[config.mk]
export PLATFORM = sky130hd
export DESIGN_NAME = rot_loader
export DESIGN_NICKNAME = d
export VERILOG_FILES = /design/src/rtl/rot_loader.sv
export SDC_FILE = /design/constraint.sdc
export NUM_CORES = 1
export LEC_CHECK = 0
export ABC_AREA = 0
export CAP_MARGIN = 20
export CORE_UTILIZATION = 45
export CTS_CLUSTER_SIZE = 30
export DETAILED_ROUTE_END_ITERATION = 8
export HOLD_SLACK_MARGIN = 0.02
export PLACE_DENSITY = 0.66
export RECOVER_POWER = 100
export SKIP_LAST_GASP = 1
export SLEW_MARGIN = 30
export SYNTH_ARGS = -nofsm -noshare
export SYNTH_HDL_FRONTEND = slang
export SYNTH_SLANG_ARGS = --single-unit
[constraint.sdc]
create_clock -name clk -period 2.76 [get_ports clk]
set_input_delay 0.828 -clock clk [delete_from_list [all_inputs] [get_ports clk]]
set_output_delay 0.828 -clock clk [all_outputs]
set_load 0.1 [all_outputs]
[src/rtl/rot_loader.sv]
// Feeds the nibble rotation register: accepts a masked 32-bit word and replays it over one
// full revolution as data_in/set_data pairs, keeping the free-running phase counter.
module rot_loader #(
    parameter int unsigned SLOT_BITS = 4,
    parameter int unsigned NUM_SLOTS = 8
) (
    input  logic                           clk,
    input  logic                           rst,
    input  logic                           wr_valid,
    output logic                           wr_ready,
    input  logic [SLOT_BITS*NUM_SLOTS-1:0] wr_data,
    input  logic [NUM_SLOTS-1:0]           wr_mask,
    output logic [$clog2(NUM_SLOTS)-1:0]   phase,
    output logic [SLOT_BITS-1:0]           rot_data,
    output logic                           rot_set,
    output logic                           busy,
    output logic                           load_done
);

    localparam int unsigned PhW   = $clog2(NUM_SLOTS);
    localparam int unsigned WordW = SLOT_BITS * NUM_SLOTS;
    localparam logic [PhW-1:0] LastCount = PhW'(NUM_SLOTS - 1);

    typedef enum logic [0:0] {StIdle, StLoad} state_e;

    state_e                 state_q, state_d;
    logic [PhW-1:0]         phase_q, phase_d;
    logic [PhW-1:0]         count_q, count_d;
    logic [WordW-1:0]       act_word_q, act_word_d;
    logic [NUM_SLOTS-1:0]   act_mask_q, act_mask_d;
    logic [WordW-1:0]       pend_word_q, pend_word_d;
    logic [NUM_SLOTS-1:0]   pend_mask_q, pend_mask_d;
    logic                   pend_valid_q, pend_valid_d;
    logic [SLOT_BITS-1:0]   rot_data_q, rot_data_d;
    logic                   rot_set_q, rot_set_d;
    logic                   busy_q, busy_d;
    logic                   load_done_q, load_done_d;
    logic                   xfer;
    logic [PhW-1:0]         nxt_slot;

    assign wr_ready  = !pend_valid_q;
    assign xfer      = wr_valid && wr_ready;
    assign phase     = phase_q;
    assign rot_data  = rot_data_q;
    assign rot_set   = rot_set_q;
    assign busy      = busy_q;
    assign load_done = load_done_q;

    always_comb begin
        state_d      = state_q;
        phase_d      = phase_q + PhW'(1);
        count_d      = count_q;
        act_word_d   = act_word_q;
        act_mask_d   = act_mask_q;
        pend_word_d  = pend_word_q;
        pend_mask_d  = pend_mask_q;
        pend_valid_d = pend_valid_q;

        unique case (state_q)
            StIdle: begin
                if (xfer) begin
                    act_word_d = wr_data;
                    act_mask_d = wr_mask;
                    count_d    = '0;
                    state_d    = StLoad;
                end
            end
            StLoad: begin
                if (count_q == LastCount) begin
                    // Chain the next word with no bubble; pending has priority since
                    // wr_ready is low whenever it holds a word.
                    if (pend_valid_q) begin
                        act_word_d   = pend_word_q;
                        act_mask_d   = pend_mask_q;
                        pend_valid_d = 1'b0;
                        count_d      = '0;
                    end else if (xfer) begin
                        act_word_d = wr_data;
                        act_mask_d = wr_mask;
                        count_d    = '0;
                    end else begin
                        state_d = StIdle;
                    end
                end else begin
                    count_d = count_q + PhW'(1);
                    if (xfer) begin
                        pend_word_d  = wr_data;
                        pend_mask_d  = wr_mask;
                        pend_valid_d = 1'b1;
                    end
                end
            end
            default: state_d = StIdle;
        endcase

        // Outputs are registered, so they are computed for next cycle's phase; set_data at
        // phase p writes slot p+1.
        nxt_slot    = phase_d + PhW'(1);
        busy_d      = (state_d == StLoad);
        rot_set_d   = (state_d == StLoad) && act_mask_d[nxt_slot];
        load_done_d = (state_d == StLoad) && (count_d == LastCount);
        rot_data_d  = rot_data_q;
        if (rot_set_d) begin
            rot_data_d = act_word_d[SLOT_BITS*int'(nxt_slot) +: SLOT_BITS];
        end
    end

    always_ff @(posedge clk) begin
        if (rst) begin
            state_q      <= StIdle;
            phase_q      <= '0;
            count_q      <= '0;
            act_word_q   <= '0;
            act_mask_q   <= '0;
            pend_word_q  <= '0;
            pend_mask_q  <= '0;
            pend_valid_q <= 1'b0;
            rot_data_q   <= '0;
            rot_set_q    <= 1'b0;
            busy_q       <= 1'b0;
            load_done_q  <= 1'b0;
        end else begin
            state_q      <= state_d;
            phase_q      <= phase_d;
            count_q      <= count_d;
            act_word_q   <= act_word_d;
            act_mask_q   <= act_mask_d;
            pend_word_q  <= pend_word_d;
            pend_mask_q  <= pend_mask_d;
            pend_valid_q <= pend_valid_d;
            rot_data_q   <= rot_data_d;
            rot_set_q    <= rot_set_d;
            busy_q       <= busy_d;
            load_done_q  <= load_done_d;
        end
    end

endmodule

* Word-level counts from Yosys, hierarchy flattened *
Cells that the tools add are included.

word-level totals
  word-level logic and storage cells = 47
  bits in latches = 0
  bits in read-only memories = 0
  output and inout port bits = 11
  input port bits = 43
  RAM bits = 0
  memories kept = 0
  register bits = 94

operators by class
  muxes and demuxes = 20
  reduce and logical (&&, ||, !) cells = 7
  equality and inequality tests = 2
  bitwise operators = 2
  $add $sub $neg = 3
  shifts and indexed selects = 1
  div/mod/pow operators = 0
  order comparisons = 1
  $mul = 0

operators by type and width
  operator                                                               number
  32-bit 2-to-1 mux                                                      3
  32-bit one-hot mux with 2 select lines                                 1
  32-bit by 6-bit indexed part select with 4-bit output                  1
  8-bit 2-to-1 mux                                                       3
  8-bit one-hot mux with 2 select lines                                  1
  3-bit by 1-bit adder with 3-bit output (second input constant)         3
  3-bit 2-to-1 mux                                                       3
  3-bit == test (second input constant)                                  2
  1-bit 2-to-1 mux                                                       6
  3-bit one-hot mux with 2 select lines                                  1
  3-bit by 4-bit < comparator with 1-bit output (second input constant)  1
  1-bit binary-select mux with 3-bit select                              1
  1-bit logical AND                                                      3
  3-bit AND reduction                                                    1
  1-bit inverter                                                         2
  1-bit one-hot mux with 2 select lines                                  1
  2-bit AND reduction                                                    1
  2-bit nonzero test                                                     1
  1-bit zero test                                                        1

* Depth between registers and ports, before layout *
Gate-level depths: netlist of run 1.

  depth in word-level cells = 9
  depth in mapped cells = 12

* Least setup slack after synthesis of run 1 *
Ideal clock, no wire load.

  path kind = reg2reg
  start = reg phase_q[0], in the netlist phase[0]
  end = reg rot_data_q[1], in the netlist rot_data[1]
  period minus slack after synthesis = 3.029 ns
  setup time = 0.130 ns
  data required time = 2.630 ns
  path buffers = 3
  setup slack = -0.269 ns
  arrival time = 2.899 ns
  cell stages (with the launch flop) = 9
  cells stage by stage = dfxtp_1 > inv_1 > ha_1 > clkbuf_1 > clkbuf_1 > buf_2 > mux4_2 > nor2_1 > o32ai_1

between the ends
  word-level cells in the longest chain between the ends = 5

RTL lines
  element                                                                                                        line  text
  start: declaration                                                                                             27    logic [PhW-1:0] phase_q, phase_d;
  start signal: assignment                                                                                       124   phase_q <= phase_d;
  3-bit by 1-bit adder with 3-bit output *                                                                       51    phase_d = phase_q + PhW'(1);
  via phase_d[0]                                                                                                 27
  3-bit by 1-bit adder with 3-bit output *                                                                       98    nxt_slot = phase_d + PhW'(1);
  parallel branches: the longest is 3 deep, another holds 32-bit by 6-bit indexed part select with 4-bit output  n/a
  end signal: assignment                                                                                         131   rot_data_q <= rot_data_d;
  end: declaration                                                                                               34    logic [SLOT_BITS-1:0] rot_data_q, rot_data_d;

Mark *: on every way through the listed nets, which the timed path passes. The select of a mux whose other input is x is not followed.
A chain may end at the register's enable or synchronous reset.

* Worst setup path after layout of run 1 *
  start = in wr_valid
  end = reg rot_data_q[2], in the netlist rot_data[2]

between the ends
  word-level cells in the longest chain between the ends = 8

RTL lines
  element                                                                    line  text
  start: declaration                                                         9     input logic wr_valid,
  1-bit logical AND *                                                        42    assign xfer = wr_valid && wr_ready;
  parallel branches: the longest is 7 deep, another holds 32-bit 2-to-1 mux  n/a

Every way passes the cells marked *. The select of a mux whose other input is x is not followed.

==> results of run 1 <==
[area by class of cell]
cell class / count / area (um2)
clock inverters: 3 / 43.8
flip-flops and latches: 94 / 1890
repair buffers: 106 / 871
fillers: 1033 / 4720
multi-input cells: 488 / 2930
inverters: 29 / 109
well taps: 140 / 175
clock buffers: 13 / 250
[synthesized netlist by cell type, drive strengths merged (9+ instances only)]
| library cell | number | area (um2) |
|---|---|---|
| inv | 28 | 105 |
| nor2 | 51 | 191 |
| a21oi | 80 | 400 |
| o21ai | 50 | 250 |
| buf | 34 | 184 |
| a22oi | 9 | 67.6 |
| a31oi | 17 | 106 |
| nand2b | 10 | 62.6 |
| dfxtp | 94 | 1880 |
| nor2b | 26 | 163 |
| nand2 | 96 | 360 |
| clkbuf | 28 | 105 |
| nand3 | 28 | 140 |
| o221ai | 15 | 131 |
| o211ai | 9 | 67.6 |
[power by group through the flow]
| stage | sequential [mW] | combinational (mW) | clock [mW] |
|---|---|---|---|
| 2_1_floorplan | 1.66 | 0.568 | 0 |
| 3_3_place_gp | 1.56 | 1.00 | 0 |
| 3_5_place_dp | 1.57 | 1.03 | 0 |
| 4_1_cts | 1.54 | 1.03 | 1.28 |
| 5_1_grt | 1.55 | 1.13 | 1.33 |
| 6_report | 1.54 | 1.05 | 1.26 |
[cells by family (layout without fill, tap and decap cells)]
| kind of cell | after synthesis | after routing | share of synthesized area (%) |
|---|---|---|---|
| adder cells (fa/ha/maj) | 4 | 4 | 0.978 |
| buffers and inverters | 91 | 151 | 7.77 |
| flip-flops | 94 | 94 | 36.8 |
| XOR/XNOR | 3 | 3 | 0.807 |
| multiplexers | 10 | 10 | 2.22 |
| AO/OA/AOI/OAI | 250 | 250 | 32.1 |
| AND/OR/NAND/NOR | 221 | 221 | 19.4 |
[metal layers]
metal	wire length (um)	track usage, %
met5	0	0
met2	7570	45.5
met4	287	8.59
met3	996	6.34
met1	6840	35.8
[timing repair]
item,4_1_cts,5_1_grt
buffers inserted,0,2
pin swaps,0,2
setup endpoints to repair,1,5
gates resized for setup,1,12
[worst max-delay path: cells and delay by family]
family | cells | cell delay [ns]
muxes | 2 | 0.36
buffers and inverters | 2 | 0.67
and+or+nand+nor | 2 | 0.21
AOI/OAI and AO/OA | 3 | 0.85
[layout by cell type, fill, tap and decap left out, drive strengths merged, types with 5 or more instances in the layout]
cell,count
buf,48
nand3,28
a22oi,9
o21ai,50
o211ai,9
inv,28
dfxtp,94
o22ai,7
nand2,96
nor2b,26
clkdlybuf4s50,41
o221ai,15
o221a,8
a2111oi,6
o22a,5
nor2,51
a211oi,7
o2111ai,6
a21oi,80
nand2b,10
mux2i,8
a31oi,17
clkbuf,30
o21a,6
[state kept, by name (all words and copies together) (netlist names)]
register and count:
act_mask_q 8, act_word_q 32, busy 1, count_q 3, load_done 1, pend_mask_q 8, pend_valid_q 1, pend_word_q 32
phase 3, rot_data 4, rot_set 1
[final timing paths]
check                                     from        endpoint
worst min-delay path            pend_word_q[4]  pend_word_q[4]
worst max-delay path                  wr_valid     rot_data[2]
worst min register to register  pend_word_q[4]  pend_word_q[4]
worst max register to register      count_q[0]     rot_data[1]
==> results.txt, run 1 <==
Setup violations remaining at the end of the flow were counted as 0. The data required time at the worst endpoint is a little under 3 ns. The final critical delay including setup and external delays is roughly 2.7 ns.

Counting instances, the worst hold path has a depth of 2. The number of pins exceeding their max-slew limit in the final report was 0. The standard-cell row count came out at 38. The cts-stage hold buffer count is 0. From synthesis to final layout, the design area changed by 22.3%. TritonCTS built the clock tree. The DRC marker count from the first detailed-route iteration came out at approximately 410.

The sequential share of power is 39.9%. The tree is rooted in a clkbuf_16. Entering global routing, the biggest net connects 40 pins. The final critical-path share of the clock period is 97.4%. Measured along the y axis, the die boundary spans 109 um. After detailed routing, the average wire length per cell comes to 18.0 um. The utilization of the core after routing is a little under three fifths.

Counting every sink on the clock net gives 94. The placed instance count is ~860. The count of cells along the worst register-to-register path came out at 9. The number of library cell types mapped by synthesis came out at 55.

The buffer levels on the longest clock path came out at 2. The flow ran to the end, and the final reports show no timing, DRC or antenna violations. The kind of critical path is in2reg. After synthesis, the mean cell area works out to about 7.6 um2. The placed wire-length estimate after detailed placement is around 11 mm.

The count of buffers added on input and output ports is 53. The tool flagged a number of max-cap violations equal to 0. The relative contribution of the clock network to total power is between 30 and 40%. The initial antenna violation count came out at 0. The placed instance area came out at roughly 0.0059 mm2. The layout cell share with drive strength beyond 1 came out at 13.0%. The critical path goes through clkdlybuf4s50_1, nor2b_1, buf_4, a2111oi_2, mux2i_1, a32oi_2, o22ai_4, mux2i_1, nor2_1. The total via count after detailed routing came out at approximately 5200. The internal power of the cells totals ~2.6 mW.

The share of synthesized flip-flops with an asynchronous set or reset came out at 0%. The share of total power dissipated in combinational logic is 27.4%. The worst hold path belongs to the class reg2reg. The routed design has around 16 mm of wire. The remaining routing DRC violations came out at 0.

The wire length of the first global-routing pass came out at 25.2 mm. Synthesis produced a netlist whose cell count is roughly 670. The most used flip-flop cell after synthesis is dfxtp_1. After layout, the design draws a total of about 3.9 mW. After floorplanning, the core was sized to cover between 0.01 and 0.015 mm2. The number of synthesized register bits came out at 94. The total congestion overflow came out at 0.

The number of enable-type register cells in the synthesized netlist is 0. The total routing usage reported by global routing is 27.6%. The final-report hold violation count is 0. The detailed-router iteration count before antenna repair came out at 5. Dividing the detail-routed via count by the number of cells gives about 6.0. The total inserted antenna cells is 0. The number of nets in the synthesized netlist is approximately 700.

The worst setup path is captured at a flop. The number of cells in the finished layout apart from fillers is 873. The die width came out at ~110 um. The maximum clock rate came out at 372 MHz. In this run the tightest slew margin relative to its limit is between 20% and 30%.

The initial utilization of the core area, before any placement, comes to 46.6%. The pre-CTS setup slack came out at -0.361 ns. Setup total negative slack on the finished layout was measured at 0 ns. In this run the worst path has a maximum fanout of 11.

The cell type of the slowest stage on the worst timing path is clkdlybuf4s50_1. The switching portion of total power came out at about a third. The power density over the cells came out at ~600 mW/mm2. The number of warnings printed during yosys synthesis came out at 0. The worst supply voltage drop on vdd is around 430 uV. The arrival time of the worst setup path is approximately 2.9 ns. The clock slew seen by the registers of the worst setup and hold paths came out at 0.06 ns. The startpoint class of the critical path is a primary input. On the worst path, the slowest cell contributes a delay of about 0.45 ns. At the end of routability-driven placement, the weighted congestion stood at about 0.86.

Between clock sinks in the finished design, the worst skew comes to 0.00706 ns. The worst path setup slack after routing is slightly above 0.07 ns. The clock network latency to the later pin of the worst-skew pair came out at about 0.35 ns.

The number of CTS-inserted buffers is 9. The transition time of the tightest slew-check pin is roughly 1.2 ns. The reported net switching power is about 1.3 mW. Once layout is done, the placed cells without fillers occupy between 0.006 and 0.007 mm2.

The number of global-route vias before repair was ~5000. The part of the Yosys area used for sequential elements is a little under two fifths. The net count reported at finish is around 780.

The die covers approximately 0.012 mm2. The total number of H-tree levels is 3. The leakage dissipation is 2.26 nW.

For this design the top-level I/O count stands at 54. The cell area that synthesis handed to floorplanning was 0.00512 mm2. The flop-to-flop setup slack came out at 0.37 ns. The remaining antenna violation count came out at 0. The tightest hold path in the finished design has a slack of 0.456 ns.

The most numerous cell type found on the critical path is mux2i_1.
No activity file was read; power rests on OpenSTA's default activity.
==> run 2: changes to the inputs <==
==> constraint.sdc (replaced) <==
create_clock -name clk -period 3.3 [get_ports clk]
set_input_delay 0.99 -clock clk [delete_from_list [all_inputs] [get_ports clk]]
set_output_delay 0.99 -clock clk [all_outputs]
set_load 0.1 [all_outputs]
==> results.txt, run 2 (synthesis results as in run 1) <==
The clock tree from TritonCTS is yes. The routed wire length came out at 15.2 mm (-3.4%). The net count reported at finish is 746 (-3.7%). The die area is 0.0118 mm2 (unchanged). The count of cells resized by post-cts repair is 0 (-1).

The core region area is 0.0110 mm2 (unchanged). The final critical-path share of the clock period came out at between 90% and 100%. The arrival time of the worst setup path came out at 3.27 ns (+0.36 ns). The worst-case headroom to the max-slew limit came out at 17.3% (-4.5 points). In the final layout, the registers with the most flip-flops are act_word_q x32, pend_word_q x32.

The leakage dissipation is 2.11 nW (-6.4%). The final total power came out at 3.26 mW (-15%). The number of clock sinks seen by CTS came out at 94 (unchanged). The number of buffer cells added on primary ports came out at 53 (unchanged). The final critical delay including setup and external delays came out at between 3 and 4 ns. The total number of H-tree levels was 3 (unchanged).

The max-cap violation count was 0 (unchanged). The total routing usage reported by global routing came out at 27.1% (-0.56 points). The routed wirelength normalized by instance count came out at 18.0 um (about the same). The buffer levels on the longest clock path came out at 2 (unchanged).

The layout cell share with drive strength beyond 1 came to 7.24% (-5.7 points). The remaining antenna violation count came out at 0 (unchanged). The worst setup path is launched from a primary input. The standard-cell row count is 38 (unchanged). The data required time at the worst endpoint came out at 3.57 ns (+0.59 ns). The commonest non-fill, non-tap cell in the layout is nand2_1. The wire length of the first global-routing pass is 24.5 mm (-2.6%). The total of fill cells in the finished design came out at 1052 (+1.8%). The remaining routing DRC violations is 0 (unchanged).

The number of vias per cell is 6.06 (+1.1%). The number of CTS-inserted buffers is 9 (unchanged). Compared with the post-synthesis result, the final layout area differs by 17.5%.

The setup violation total in the final timing report is 0 (unchanged). The clock slew seen by the registers of the worst setup and hold paths came out at 0.06 ns (about the same). The number of placed I/O pins came out at 54 (unchanged). The final RePlAce weighted congestion is 0.809 (-5.4%). The largest net degree at the start of global routing is 63 (+57%). The initial antenna violation count came to 0 (unchanged). The class of the tightest hold or removal check is reg2reg. The worst setup path is of the in2reg kind. The final-layout setup total negative slack is 0 ns (unchanged). The flow ran to the end, and the final reports show no timing, DRC or antenna violations. The total inserted antenna cells came to 0 (unchanged). The utilization of the core after routing came to 54.8% (-2.3 points). The final-report hold violation count came out at 0 (unchanged).

The total congestion overflow came to 0 (unchanged). The detailed-router iteration count before antenna repair is 5 (unchanged). The number of global-route vias before repair is 4858 (-3.8%). The vertical die dimension came out at 109 um (unchanged).

The starting density of the core is 46.6% (unchanged). The placed wire-length estimate after detailed placement came out at 9.91 mm (-6.6%). The total area of multi-input combinational cells came out at 0.00284 mm2 (-3.1%).

The DRC marker count from the first detailed-route iteration came out at 385 (-4.9%). The maximum clock rate is 333 MHz. The sequential cell area came out at 0.00188 mm2 (-0.20%). The total via count after detailed routing is 5112 (-2.3%). The die width is 109 um (unchanged). The transition time of the tightest slew-check pin is 1.24 ns (+0.0628 ns). The top cell types in the final layout, fill and taps aside, are 96 x nand2_1, 93 x dfxtp_1, 80 x a21oi_1. The clock network latency to the later pin of the worst-skew pair is 0.35 ns (about the same). The cts-stage hold buffer count was 0 (unchanged). The number of pins exceeding their max-slew limit in the final report was 0 (unchanged).

STA classifies the critical path endpoint as a flop. The maximum fanout along the worst path came out at 13 (+2). The buffer count from post-CTS setup fixing is 0 (unchanged). The worst supply voltage drop on vdd is 454 uV (+5.4%).

The root buffer cell chosen for the clock tree is clkbuf_16. The worst clock skew was 0.00541 ns (-0.00165 ns). The power density over the cells came out at 542 mW/mm2 (-12%).

Setup repair after global routing left no endpoint under its margin.
## run 2: cell types whose count changed in the layout (fill, tap and decap cells not counted), moves of 3 or more
cell	before	now
clkbuf_2	7	1
dfxtp_1	90	93
a2111oi_4	3	0
dfxtp_2	4	1
a2111oi_1	0	5
clkbuf_1	11	15
buf_12	1	4
buf_4	45	17
## run 2: report_power, final
group,switching [mW],total (mW),leakage [nW],internal (mW)
registers,0.0723,1.29,0.771,1.22
logic,0.502,0.794,1.18,0.292
clock network,0.449,1.17,0.166,0.725
total,1.02,3.26,2.11,2.24
## run 2: worst paths after layout
path | startpoint | endpoint | slack [ns] | depth (start not counted)
worst max-delay path | wr_valid | rot_data[0] | 0.30 | 9
worst min-delay path | pend_word_q[7] | pend_word_q[7] | 0.46 | 2
worst max register to register | phase[0] | rot_data[0] | 0.40 | 8
worst min register to register | pend_word_q[7] | pend_word_q[7] | 0.46 | 2
## run 2: cell type report
type                    instances  share of cell area [%]
well taps                     140                    2.91
repair buffers                 77                    11.2
inverters                      29                    1.81
clock buffers                  13                    4.49
multi-input cells             488                    47.1
clock inverters                 3                    1.08
flip-flops and latches         94                    31.3
## run 2: metal layers
layer / part of all wire (%) / global-route usage [%] / up-vias
li1: - / - / 2464
met1: 45 / 34.9 / 2454
met2: 48 / 45.4 / 166
met3: 5.8 / 5.56 / 28
met4: 1.7 / 8.11 / 0
met5: 0 / 0 / -
## run 2: per-stage QoR
stage / hold WS, ns / setup WS, ns / cells / instance area [um2]
2_1_floorplan: 0.431 / 0.271 / 673 / 5120
3_3_place_gp: 0.438 / 0.121 / 828 / 5740
3_5_place_dp: 0.447 / 0.0511 / 828 / 5740
4_1_cts: 0.456 / 0.398 / 844 / 6080
5_1_grt: 0.467 / 0.144 / 844 / 6010
6_report: 0.457 / 0.297 / 844 / 6010
## run 2: worst max-delay path: stages
cell and delay [ns]:
clkdlybuf4s50_1 0.48, nor2b_1 0.22, buf_12 0.17, a221oi_1 0.09
a32oi_1 0.24, a32oi_1 0.16, o22ai_1 0.51, o2111ai_1 0.22
a21oi_1 0.18
==> run 3: changes to the inputs <==
--- a/config.mk
+++ b/config.mk
@@ -7,11 +7,14 @@
 export LEC_CHECK = 0
 export ABC_AREA = 0
 export CAP_MARGIN = 20
-export CORE_UTILIZATION = 45
+export CELL_PAD_IN_SITES_DETAIL_PLACEMENT = 1
+export CELL_PAD_IN_SITES_GLOBAL_PLACEMENT = 2
+export CORE_UTILIZATION = 36
 export CTS_CLUSTER_SIZE = 30
 export DETAILED_ROUTE_END_ITERATION = 8
+export GPL_TIMING_DRIVEN = 0
 export HOLD_SLACK_MARGIN = 0.02
-export PLACE_DENSITY = 0.66
+export PLACE_DENSITY_LB_ADDON = 0.1
 export RECOVER_POWER = 100
 export SKIP_LAST_GASP = 1
 export SLEW_MARGIN = 30
==> results.txt, run 3 (synthesis results as in run 1) <==
The setup violation total in the final timing report came out at 0 (unchanged). The hold slack came to 0.457 ns (-0.000238 ns). The final critical-path share of the clock period came to 98.6% (+7.6 points). Traced cell by cell, the critical path runs through inv_1, ha_1, clkbuf_1, clkbuf_1, buf_2, mux4_2, nor2_1, o32ai_1. The cell that appears most often on the critical path is clkbuf_1. The vertical die dimension is 121 um (+12%). The largest net degree at the start of global routing is 20 (-68%). The transition time of the tightest slew-check pin is 0.972 ns (-0.268 ns). The cts-stage hold buffer count is 0 (unchanged). The final-report hold violation count was 0 (unchanged). The number of pins exceeding their max-slew limit in the final report came out at 0 (unchanged). The pre-CTS setup slack is -0.534 ns (-0.586 ns). The number of placed I/O pins came out at 54 (unchanged).

The worst hold path belongs to the class reg2reg. STA classifies the critical path endpoint as a flop. The die area was 0.0147 mm2 (+25%). The data required time at the worst endpoint came out at 3.51 ns (-0.06 ns). The maximum clock rate is 307 MHz (-7.7%). The placed instance area came out at 0.00586 mm2 (+2.2%).

The total via count after detailed routing is 5500 (+7.6%). The part of the power in combinational logic is 28.3% (+3.9 points). The cell chosen for the clock root is clkbuf_16. The number of global-route vias before repair is 5608 (+15%). The number of clock sinks seen by CTS came out at 94 (unchanged). The clock slew seen by the registers of the worst setup and hold paths came out at 0.07 ns (about the same).

The remaining routing DRC violations came out at 0 (unchanged). The initial antenna violation count is 0 (unchanged). The power density over the cells is 518 mW/mm2 (-4.5%). The final critical delay including setup and external delays came out at 3.26 ns (+0.252 ns). The final RePlAce weighted congestion is 0.927 (+15%). The cell type of the slowest stage on the worst timing path is clkbuf_1.

The number of cells in the finished layout apart from fillers came to 919 (+8.9%). The standard-cell row count is 43 (+13%). The number of buffer cells added on primary ports came out at 52 (-1.9%). The worst-case headroom to the max-slew limit came out at 35.0% (+18 points).

The clock network latency to the later pin of the worst-skew pair came out at 0.35 ns (about the same). The post-route met1 wirelength came to 9.68 mm (+43%). The DRC marker count from the first detailed-route iteration came out at 504 (+31%). The routed wire length came out at 21.9 mm (+44%). The placed wire-length estimate after detailed placement is 15.6 mm (+57%). The flow ran to the end, and the final reports show no timing, DRC or antenna violations.

The final instance area came to 0.00615 mm2 (+2.2%). The net count reported at finish came to 782 (+4.8%). The wire length of the first global-routing pass came out at 32.9 mm (+34%). The commonest non-fill, non-tap cell in the layout is nand2_1.

The placed instance count came out at 905 (+9.3%). In the final layout, the registers with the most flip-flops are act_word_q x32, pend_word_q x32. The remaining antenna violation count is 0 (unchanged). The starting density of the core is 36.9% (-9.7 points). The max-cap violation count came to 0 (unchanged). The met2 layer wire length in the routed design is 10.2 mm (+40%). The number of CTS-inserted buffers was 9 (unchanged).

The utilization of the core after routing is 44.3% (-10 points). The total inserted antenna cells came out at 0 (unchanged). The total routing usage reported by global routing came to 30.7% (+3.6 points). The total congestion overflow is 0 (unchanged). The total number of H-tree levels came out at 3 (unchanged). The sum of met3 wire segment lengths after detailed routing came out at 1.31 mm (+49%).

The delay of the slowest cell on the worst path was 0.51 ns (about the same). Setup repair after global routing could not meet its margin everywhere. The clock tree from TritonCTS is yes.

The sequential share of power came to 40.1% (+0.5 points). The critical path is of the reg2reg type. The switching portion of total power came out at 34.8% (+3.4 points). The top cell types in the final layout, fill and taps aside, are 96 x nand2_1, 94 x dfxtp_1, 80 x a21oi_1. The internal power came out at 2.08 mW (-7.1%). The arrival time of the worst setup path was 3.47 ns (+0.20 ns).

The core region area is 0.0139 mm2 (+26%). The highest metal layer with signal wires is met4. The die width was 121 um (+12%).

The detailed-router iteration count before antenna repair is 5 (unchanged). The worst clock skew came to 0.00932 ns (+0.00391 ns). The relative contribution of the clock network to total power came out at 31.6% (-4.4 points). The buffer levels on the longest clock path came out at 2 (unchanged). The maximum fanout along the worst path is 10 (-3).

The layout cell share with drive strength beyond 1 came out at 8.12% (+0.87 points). The leakage dissipation is 2.17 nW (+2.8%). The routed wirelength normalized by instance count came out at 23.8 um (+33%). The reported net switching power came to 1.11 mW (+8.1%).

The startpoint class of the critical path is a flop. The worst supply voltage drop on vdd came out at 250 uV (-45%). The worst path setup slack after routing is 0.0449 ns (-0.252 ns). The number of vias per cell is 5.98 (-1.2%).

The area added between synthesis and finish is 20.1%.
[run 3: cell count changes in the layout (fill, tap and decap cells not counted), moves of 2 or more]
cell             before  now
buf_6                 0    2
o22ai_2               0    2
bufinv_16             2    0
clkbuf_2              1    4
clkbuf_1             15   29
buf_4                17    4
o22ai_1               7    5
buf_1                 0    3
clkdlybuf4s50_1      41   51
buf_2                 0   22
buf_12                4    0
[run 3: timing repair]
item                                    CTS  global route
pin swaps                                 0             0
resized for setup                         5             8
endpoints found under the setup margin    5            15
setup buffers                             0             0
[run 3: area by class of cell]
class | instances | area [um2]
fill | 1750 | 7730
multi-input combinational | 488 | 2850
sequential | 94 | 1880
timing repair buffer | 52 | 522
buffer | 61 | 292
clock buffer | 14 | 264
tap | 180 | 225
inverter | 29 | 109
clock inverter | 1 | 5.00
[run 3: per-stage QoR]
step | setup TNS, ns | power (mW)
6_report | 0 | 3.18
4_1_cts | 0 | 3.19
3_3_place_gp | -7.65 | 2.16
3_5_place_dp | -10.22 | 2.18
5_1_grt | -0.0926 | 3.30
2_1_floorplan | 0 | 1.87
[run 3: path summary, 6_finish.rpt]
kind	startpoint	end	slack, ns	cells past startpoint
setup / recovery	phase[0]	rot_data[1]	0.04	8
setup reg to reg	phase[0]	rot_data[1]	0.04	8
hold reg to reg	pend_word_q[11]	pend_word_q[11]	0.46	2
hold / removal	pend_word_q[11]	pend_word_q[11]	0.46	2
[run 3: routing by layer]
metal	vias up	track usage, %
li1	2543	-
met3	46	4.98
met5	-	0
met2	207	50.9
met1	2704	39.1
met4	0	13.1
[run 3: power by group through the flow]
stage                     clock network, mW  registers (mW)  logic (mW)
after floorplan                           0            1.39       0.475
after global placement                    0            1.29       0.864
after detailed placement                  0            1.30       0.880
after CTS                              1.03            1.27       0.885
after global routing                   1.06            1.28       0.957
final                                  1.01            1.28       0.900
[run 3: critical path: cells and delay by family, from the launching register on]
family          cells  cell delay [ns]
mux                 1             0.34
simple gates        1             0.22
compound gates      1             0.13
flops               1             0.47
fa+ha+maj           1             0.48
buf+inv             4             1.49
==> variant (config.mk and constraints of run 2) <==
Change the parameter `SLOT_BITS` from 4 to 5.
--- a/src/rtl/rot_loader.sv
+++ b/src/rtl/rot_loader.sv
@@ -1,7 +1,7 @@
 // Feeds the nibble rotation register: accepts a masked 32-bit word and replays it over one
 // full revolution as data_in/set_data pairs, keeping the free-running phase counter.
 module rot_loader #(
-    parameter int unsigned SLOT_BITS = 4,
+    parameter int unsigned SLOT_BITS = 5,
     parameter int unsigned NUM_SLOTS = 8
 ) (
     input  logic                           clk,
Interface: changed (resized rot_data and wr_data); port bits go from 54 to 63. No check against the original RTL was run, so the function may have changed too.
==> variant against run 2 <==
Utilization decreased by 0.87 points; synthesized area rose by 18%; sequential power up 17%; synthesized cell count up 17%; final area up 15%; routed wire length increased by 18%; highest routed layer unchanged; critical path type is now flop to primary output; largest power group unchanged; cell count up 17%; critical endpoint is now wr_ready; the run now ends with max-capacitance violations, max-slew violations left; first-iteration DRC count rose by 21%; non-clock buffer count up 12; largest cell class unchanged; power increased by 8.5%; register-to-register slack worse by 0.03 ns; worst setup slack got worse by 0.083 ns; sequential cell count up 17.
==> variant: results (changes against run 2) <==
| Metric | Value |
|---|---|
| Status | finished with violations |
| Failing checks | max-capacitance violations, max-slew violations |
| Fin cells | 984 (+17%) |
| Max cap viols | 1 (+1) |
| Final hold slack | 0.455 ns (-0.00181 ns) |
| Worst VDD drop | 0.357 mV (-21%) |
| Clock Buffer Count | 9 (-4) |
| Logic pwr share | 25.6% (+1.2 points) |
| Data buffer area share | 10.9% (-0.31 points) |
| Layout cells sized above 1 | 7.76% (+0.51 points) |
| Worst path top cell family by delay | buffers and inverters |
| Layout Nets | 862 (+16%) |
| Worst-path maximum fanout | 34 (+21) |
| Worst-Margin Slew | 1.83 ns (+0.592 ns) |
| Synth cell count leaders | nand2_1, dfxtp_1, a21oi_1 |
| Non-CTS buffers | 89 (+16%) |
| Via-to-Cell Ratio | 6.10 (+0.69%) |
| Reg2Reg Depth | 9 (+1) |
| IO buf count | 62 (+17%) |
| Final max-slew violation count | 36 (+36) |
| GPL Wtd Cong | 0.826 (+2.1%) |
| Reg-to-reg endpoint | rot_data[4]$_SDFFE_PP0P_ |
| Largest net degree at the start of global routing | 49 (-22%) |
| Post-DP HPWL | 11.4 mm (+15%) |
| Worst Hold Launch | pend_mask_q[6]$_SDFFE_PP0P_ |
| Sequential cell area | 2220 um2 (+18%) |
| CP max-delay cell | dfxtp_2 |
| Syn Area/Cell | 7.70 um2 (+1.2%) |
| Synth Net Count | 840 (+17%) |
| Post-synthesis sequential area ratio | 36.8% (about the same) |
| Adder-cell share of the synthesized area | 0.828% (-0.15 points) |
| Placement Cell Area | 6710 um2 (+17%) |
| First-pass GRT wire length | 29.0 mm (+18%) |
| Tapcell Cnt | 172 (+23%) |
| Mux share of post-synthesis cell area | 1.16% (-1.1 points) |
| #FFs+latches synth | 111 (+18%) |
| Clock group | 1.12 mW (-4%) |
| Multi-Input Combinational | 568 (+16%) |
| Largest cells by area after synthesis | dfxtp_1, nand2_1, a21oi_1 |
| Max incr delay on CP | 0.77 ns (+0.26 ns) |
| Total Power | 3.53 mW (+8.5%) |
-- variant: worst min-delay path, cell delays in order, from the launching register on --
cell     delay (ns)
dfxtp_1        0.31
nand2_1        0.05
a21oi_1        0.05
-- variant: metal layers --
| metal | vias up | global-route usage [%] | part of all wire (%) |
|---|---|---|---|
| met2 | 189 | 42.3 | 49 |
| li1 | 2874 | - | - |
| met4 | 0 | 8.25 | 1.5 |
| met1 | 2916 | 33.7 | 44 |
| met3 | 22 | 5.81 | 5.9 |
| met5 | - | 0 | 0 |
-- variant: how the worst max path moves through the flow --
stage	start	to
2_1_floorplan	phase[0]$_SDFF_PP0_	rot_data[1]$_SDFFE_PP0P_
3_3_place_gp	wr_valid	rot_data[0]$_SDFFE_PP0P_
3_5_place_dp	wr_mask[6]	rot_data[0]$_SDFFE_PP0P_
4_1_cts	pend_valid_q$_SDFFE_PP0P_	wr_ready
5_1_grt	count_q[0]$_SDFF_PP0_	rot_data[4]$_SDFFE_PP0P_
6_report	pend_valid_q$_SDFFE_PP0P_	wr_ready
